<file path="src/rtl/rr_sel_arbiter.sv">
// rr_sel_arbiter: round-robin owner selection for a shared 4:1 data mux.
// Four requesters compete. The winner holds the path for a burst of at most
// BURST_LEN accepted beats, or until it withdraws its request. The winner is
// presented as a one-hot grant and as a binary mux select.
// Optional feature: define RR_SEL_ARB_LOCK_EN to add a `lock` input. While
// `lock` is high, the owner keeps the grant past the burst cap.
module rr_sel_arbiter #(
    parameter int BURST_LEN = 4,
    parameter int CNT_W     = 8
) (
    input  logic             clk,
    input  logic             rst,
    input  logic [3:0]       req,
    input  logic             ready,
`ifdef RR_SEL_ARB_LOCK_EN
    input  logic             lock,
`endif
    output logic [3:0]       gnt,
    output logic [1:0]       sel,
    output logic             gnt_valid,
    output logic [CNT_W-1:0] beat_cnt
);

    typedef enum logic [0:0] {
        ST_IDLE  = 1'b0,
        ST_GRANT = 1'b1
    } state_t;

    // Count value at which the next accepted beat closes the burst.
    localparam logic [CNT_W-1:0] CNT_LAST = CNT_W'(BURST_LEN - 1);
    localparam logic [CNT_W-1:0] CNT_ONE  = CNT_W'(1);

    state_t           state_r, state_s;
    logic [1:0]       last_r, last_s;
    logic [3:0]       gnt_r, gnt_s;
    logic [1:0]       sel_r, sel_s;
    logic             valid_r, valid_s;
    logic [CNT_W-1:0] cnt_r, cnt_s;
    logic [1:0]       pick_s;
    logic             lock_hold_s;

    // Scan the requests starting just after the previous winner, so every
    // requester gets a turn. The loop visits last+1, last+2, last+3 and then last.
    function automatic logic [1:0] rr_pick(input logic [3:0] r, input logic [1:0] l);
        logic [1:0] cand;
        logic [1:0] pick;
        logic       found;
        pick  = l;
        found = 1'b0;
        for (int k = 1; k <= 4; k++) begin
            cand = l + k[1:0];
            if (!found && r[cand]) begin
                pick  = cand;
                found = 1'b1;
            end
        end
        return pick;
    endfunction

`ifdef RR_SEL_ARB_LOCK_EN
    assign lock_hold_s = lock;
`else
    assign lock_hold_s = 1'b0;
`endif

    assign pick_s = rr_pick(req, last_r);

    // Next-state logic: arbitrate in IDLE, count beats and detect release in GRANT.
    always_comb begin
        state_s = state_r;
        last_s  = last_r;
        gnt_s   = gnt_r;
        sel_s   = sel_r;
        valid_s = valid_r;
        cnt_s   = cnt_r;
        case (state_r)
            ST_IDLE: begin
                if (req != 4'b0000) begin
                    gnt_s   = 4'b0001 << pick_s;
                    sel_s   = pick_s;
                    valid_s = 1'b1;
                    cnt_s   = '0;
                    state_s = ST_GRANT;
                end else begin
                    gnt_s   = 4'b0000;
                    valid_s = 1'b0;
                    cnt_s   = '0;
                end
            end
            ST_GRANT: begin
                if (!req[sel_r]) begin
                    // The owner has withdrawn. No beat is counted this cycle.
                    last_s  = sel_r;
                    gnt_s   = 4'b0000;
                    valid_s = 1'b0;
                    state_s = ST_IDLE;
                end else if (valid_r && ready) begin
                    if (cnt_r == CNT_LAST) begin
                        if (lock_hold_s) begin
                            // The locked owner stays on the path. The count saturates.
                            cnt_s = cnt_r;
                        end else begin
                            last_s  = sel_r;
                            gnt_s   = 4'b0000;
                            valid_s = 1'b0;
                            state_s = ST_IDLE;
                        end
                    end else begin
                        cnt_s = cnt_r + CNT_ONE;
                    end
                end else begin
                    cnt_s = cnt_r;
                end
            end
            default: begin
                gnt_s   = 4'b0000;
                valid_s = 1'b0;
                cnt_s   = '0;
                state_s = ST_IDLE;
            end
        endcase
    end

    // State and output registers. Reset puts requester 0 first in line.
    always_ff @(posedge clk) begin
        if (rst) begin
            state_r <= ST_IDLE;
            last_r  <= 2'b11;
            gnt_r   <= 4'b0000;
            sel_r   <= 2'b00;
            valid_r <= 1'b0;
            cnt_r   <= '0;
        end else begin
            state_r <= state_s;
            last_r  <= last_s;
            gnt_r   <= gnt_s;
            sel_r   <= sel_s;
            valid_r <= valid_s;
            cnt_r   <= cnt_s;
        end
    end

    assign gnt       = gnt_r;
    assign sel       = sel_r;
    assign gnt_valid = valid_r;
    assign beat_cnt  = cnt_r;

endmodule

</file>
<file path="config.mk">
export PLATFORM = sky130hd
export DESIGN_NAME = rr_sel_arbiter
export DESIGN_NICKNAME = d
export VERILOG_FILES = /design/src/rtl/rr_sel_arbiter.sv
export SDC_FILE = /design/constraint.sdc
export NUM_CORES = 1
export LEC_CHECK = 0
export CORE_MARGIN = 2
export CORE_UTILIZATION = 45
export CTS_CLUSTER_DIAMETER = 50
export CTS_CLUSTER_SIZE = 12
export DETAILED_ROUTE_END_ITERATION = 7
export DONT_BUFFER_PORTS = 1
export GPL_TIMING_DRIVEN = 0
export HOLD_SLACK_MARGIN = 0.02
export PLACE_DENSITY_LB_ADDON = 0.25
export SKIP_CTS_REPAIR_TIMING = 1
export SLEW_MARGIN = 10
export SYNTH_ARGS = -nofsm -noshare
export SYNTH_HDL_FRONTEND = slang
export SYNTH_SLANG_ARGS = --single-unit
</file>
<file path="constraint.sdc">
create_clock -name clk -period 2.8 [get_ports clk]
set_clock_uncertainty 0.15 [all_clocks]
set_input_delay 0.56 -clock clk [delete_from_list [all_inputs] [get_ports clk]]
set_output_delay 0.56 -clock clk [all_outputs]
set_load 0.005 [all_outputs]
</file>
Word level (Yosys, flattened, before mapping)
Index checks and enable logic that the tools add are counted.
{"block": "word_totals", "output_inout_bits": 15, "reg_bits": 18, "in_bits": 7}
{"block": "op_classes", "n_addsub": 4, "n_shift": 1, "n_reduce_logical": 12, "order_cmp": 5, "muxes": 38, "n_eq_ne": 8, "bitwise_logic": 1}
{"operator": "2-to-1 mux 8 bit", "count": 3}
{"operator": "2-to-1 mux 4 bit", "count": 4}
{"operator": "case mux 8 bit (2 select lines)", "count": 1}
{"operator": "< comparator 2 x 3 -> 1 bit (second input constant)", "count": 5}
{"operator": "2-to-1 mux 1 bit", "count": 15}
{"operator": "2-to-1 mux 2 bit", "count": 7}
{"operator": "binary-select mux 1 bit (select 2 bit)", "count": 5}
{"operator": "adder 8 x 1 -> 8 bit (second input constant)", "count": 1}
{"operator": "equality test 8 x 2 -> 1 bit (second input constant)", "count": 1}
{"operator": "!= test 2 x 1 -> 1 bit (second input constant)", "count": 4}
{"operator": "case mux 4 bit (2 select lines)", "count": 1}
{"operator": "!= test 3 x 2 -> 1 bit (second input constant)", "count": 2}
{"operator": "AND reduction 3 bit", "count": 2}
{"operator": "adder 2 bit (second input constant)", "count": 2}
{"operator": "logical AND 1 bit", "count": 4}
{"operator": "case mux 1 bit (2 select lines)", "count": 2}
{"operator": "AND reduction 2 bit", "count": 2}
{"operator": "nonzero test 4 bit", "count": 1}
{"operator": "left shift 1 x 2 -> 4 bit (first input constant)", "count": 1}
{"operator": "zero test 1 bit", "count": 3}
{"operator": "adder 2 x 1 -> 2 bit (second input constant)", "count": 1}
{"operator": "!= test 2 bit (second input constant)", "count": 1}
{"operator": "inverter 1 bit", "count": 1}

Logic depth before layout (Yosys ltp)
{"block": "logic_depth", "depth_word": 16, "depth_mapped": 5, "depth_no_buf": 5}

Worst setup path before layout
OpenSTA, ideal clock, no wires.
{"block": "synth_timing", "path_type": "register to register", "from": "reg cnt_r[0], in the netlist beat_cnt[0]", "to": "reg state_r", "period_less_slack_ns": 1.954, "setup_ns": 0.120, "n_path_buf": 0, "t_arrival_ns": 1.684, "slack_ns": 0.846, "required_time_ns": 2.530, "path_stages_with_launch": 6, "cell_sequence": "dfxtp_1 -> ha_1 -> or4b_4 -> nor4_4 -> a211oi_2 -> or2_1"}
{"block": "synth_between", "elab_chain_cells": 5}
{"item": "from (decl)", "line_no": "38", "source": "logic [CNT_W-1:0] cnt_r, cnt_s;"}
{"item": "from (signal assigned)", "line_no": "139", "source": "cnt_r <= cnt_s;"}
{"item": "equality test 8 x 2 -> 1 bit", "line_no": "98", "source": "if (cnt_r == CNT_LAST) begin"}
{"item": "2-to-1 mux 1 bit", "line_no": "98"}
{"item": "2-to-1 mux 1 bit", "line_no": "97", "source": "end else if (valid_r && ready) begin"}
{"item": "2-to-1 mux 1 bit", "line_no": "91", "source": "if (!req[sel_r]) begin"}
{"item": "case mux 1 bit (2 select lines)", "line_no": "76", "source": "case (state_r)"}
{"item": "to (signal assigned)", "line_no": "134", "source": "state_r <= state_s;"}
{"item": "to (decl)", "line_no": "33", "source": "state_t state_r, state_s;"}
Every way passes these cells.
A chain may end at the register's enable or synchronous reset.

Worst setup path after layout
{"block": "layout_timing", "from": "reg cnt_r[0], in the netlist beat_cnt[0]", "to": "reg last_r[1]"}
{"block": "layout_between", "elab_chain_cells": 3}
{"item": "equality test 8 x 2 -> 1 bit", "line_no": "98"}
{"item": "!= test 2 x 1 -> 1 bit (no line)"}
{"item": "AND reduction 3 bit (no line)"}
{"item": "to (signal assigned)", "line_no": "135", "source": "last_r <= last_s;"}
{"item": "to (decl)", "line_no": "34", "source": "logic [1:0] last_r, last_s;"}
Every way passes these cells.

==> flow_summary.toml <==
[detailed_routing]
drt.antenna.violating_nets = 0
drcViolationCount = 0
drt-initial-drc-count = 13
vias_per_cell = 5.55
drt-pass1-iter-count = 4
num_vias = 738
post_drt_wl_per_cell_um = 13.3
totalWireLength_um = 1760

[layout]
n_antenna_cell = 0
fin_nets = 115
drive_gt1_frac = 0.104
area_delta_synth_final_pct = 7.53

[global_route]
grt_max_degree = 11
met3_usage = 0.0515
grt_pass1_vias = 687
met2_usage = 0.216
overflow = 0
gr-usage-met1 = 0.229
busiest_layer = "met1"
antenna_found_initial = 0
grt_pass1_wl_um = 3040
grtUsageTotal = 0.159

[logic_synthesis]
synth_cells = 102
ys_ff_latch = 18
yosys_warnings = 0
synth_top_area_frac = 0.387
yosysUniqueCellTypes = 39
async_reset_ff_frac = 0
synth-main-ff-cell = "dfxtp_1"
synth-edff-count = 0
ys_seq_area_frac = 0.387
synthTopCellsByCount = "dfxtp_1 (18), nor2_1 (11), a21oi_1 (5), nand2b_1 (5)"
synth_area_um2 = 931
synth_top_area_cell = "dfxtp_1"
synth.area.top_cells = "dfxtp_1 (39%), nor2_1 (4.4%), mux2i_1 (4.3%)"
synth.avg_cell_area_um2 = 9.13
synth_nets = 110
yosysMostFrequentCell = "dfxtp_1"

[setup_path]
crit_buf_inv = 0
slowest_delay_ns = 0.49
crit_chain = "ha_1 -> or4b_4 -> nor4_4 -> a311oi_1 -> mux2i_1"
cp_top_family = "simple AND/OR/NAND/NOR gates"
cp.required_ns = 2.82
cp-start-kind = "flip-flop"
cp_slowest_cell = "or4b_4"
end_kind = "flip-flop"
cp.arrival_ns = 2.20
crit_type = "reg2reg"
critPathMaxFanout = 8

[sta]
rsz0062_at_grt = "false"
fmax_mhz = 459
setup_violations = 0
worst_pin_slew_ns = 0.530
tns_ns = 0
drv_slew = 0
min_period_over_period = 0.779
fin_crit_ns = 2.18
relSlewSlack = 0.644
whs_ns = 0.345
hold_violations = 0

[power]
p_clk_frac = 0.288
intPower_mw = 0.404
power.total_mw = 0.570
p_leak_nw = 0.381
seqPwrFrac = 0.530
p_comb_frac = 0.182
ir_worst_vdd_v = 0.000312
switchingPower_mw = 0.166
p_per_area_mw_per_mm2 = 569
swShare = 0.291

[run_status]
status = "finished, final reports clean"

[clocking]
cts-root-buf = "clkbuf_4"
path_clk_slew_ns = 0.11
h-tree-depth = 1
cts_tree = "yes"
cts_buffers = 3
worstSkewPairLatency_ns = 0.30
clock_path_buffers = 2
clock-sinks = 18

[placement]
gp_congestion = 0.812
post-dp-hpwl_um = 1300
io_buffers = 0

[floorplan]
core-area_mm2 = 0.00196
die-width_um = 49.5
die_h_um = 49.5
initial_utilization = 0.474
num_rows = 16
io_pins = 22
die-area_mm2 = 0.00245

[run]
cap_violations = 0

[min_path]
hp-class = "reg2reg"
==> power by group through the flow <==
stage	logic (mW)	registers, mW	clock network (mW)
global route	0.117	0.308	0.181
detailed placement	0.103	0.308	0
CTS	0.104	0.302	0.173
global placement	0.102	0.308	0
finish	0.104	0.302	0.164
floorplan	0.0875	0.302	0
==> sequential cells by signal, summed over array words and instances (netlist names) <==
signal and cells:
beat_cnt 8, gnt 4, last_r 2, sel 2, gnt_valid 1, state_r 1
==> cell type report <==
type	instances	area [um2]
buffer	4	16.3
clock buffer	4	36.3
fill	207	961
inverter	2	7.51
multi-input combinational	78	547
sequential	18	360
tap	27	33.8
==> worst paths after layout <==
check / start / endpoint / slack (ns) / cells past startpoint
worst max register to register: beat_cnt[0]$_SDFFE_PP0P_ / last_r[1]$_SDFFE_PP1P_ / 0.62 / 5
worst max-delay path: beat_cnt[0]$_SDFFE_PP0P_ / last_r[1]$_SDFFE_PP1P_ / 0.62 / 5
worst min-delay path: gnt[2]$_SDFFE_PP0P_ / gnt[2]$_SDFFE_PP0P_ / 0.35 / 1
worst min register to register: gnt[2]$_SDFFE_PP0P_ / gnt[2]$_SDFFE_PP0P_ / 0.35 / 1
==> per-layer routing <==
layer / share of wire / vias up
li1: - / 387
met1: 0.52 / 330
met2: 0.40 / 19
met3: 0.066 / 2
met4: 0.012 / 0
met5: 0 / -
==> worst register-to-register path: stages (launching register included) <==
cell,delay (ns)
dfxtp_1,0.42
ha_1,0.22
or4b_4,0.49
nor4_4,0.36
a311oi_1,0.25
mux2i_1,0.16
==> stage by stage <==
step	worst slack (ns)	utilization	cell area, um2	instances
after CTS	0.602	0.510	1000	133
after global routing	0.453	0.510	1000	133
after floorplan	0.846	-	931	102
final	0.620	0.510	1000	133
after global placement	0.655	0.492	965	129
after detailed placement	0.623	0.492	965	129
==> placed cells by master, fill, tap and decap left out, types with 3 or more instances in the layout <==
| cell | instances |
|---|---|
| nor3_1 | 3 |
| o21ai_0 | 3 |
| clkbuf_4 | 3 |
| a21oi_1 | 5 |
| nor2_1 | 11 |
| nand2b_1 | 5 |
| dfxtp_1 | 18 |
| mux2i_1 | 4 |
| o2bb2ai_1 | 4 |
| and3_1 | 4 |
| xor2_1 | 4 |
| or3_1 | 3 |
| nand2_1 | 4 |
==> kinds of logic after synthesis <==
kind of cell	count (synthesis)	share of synthesized area
muxes	6	0.0793
buffers and inverters	6	0.0255
xor gates and xnor gates	4	0.0376
AOI/OAI and AO/OA	21	0.159
and+or+nand+nor	46	0.298
DFF	18	0.387
adders and majority gates	1	0.0134
(Power assumes the default switching activity.)
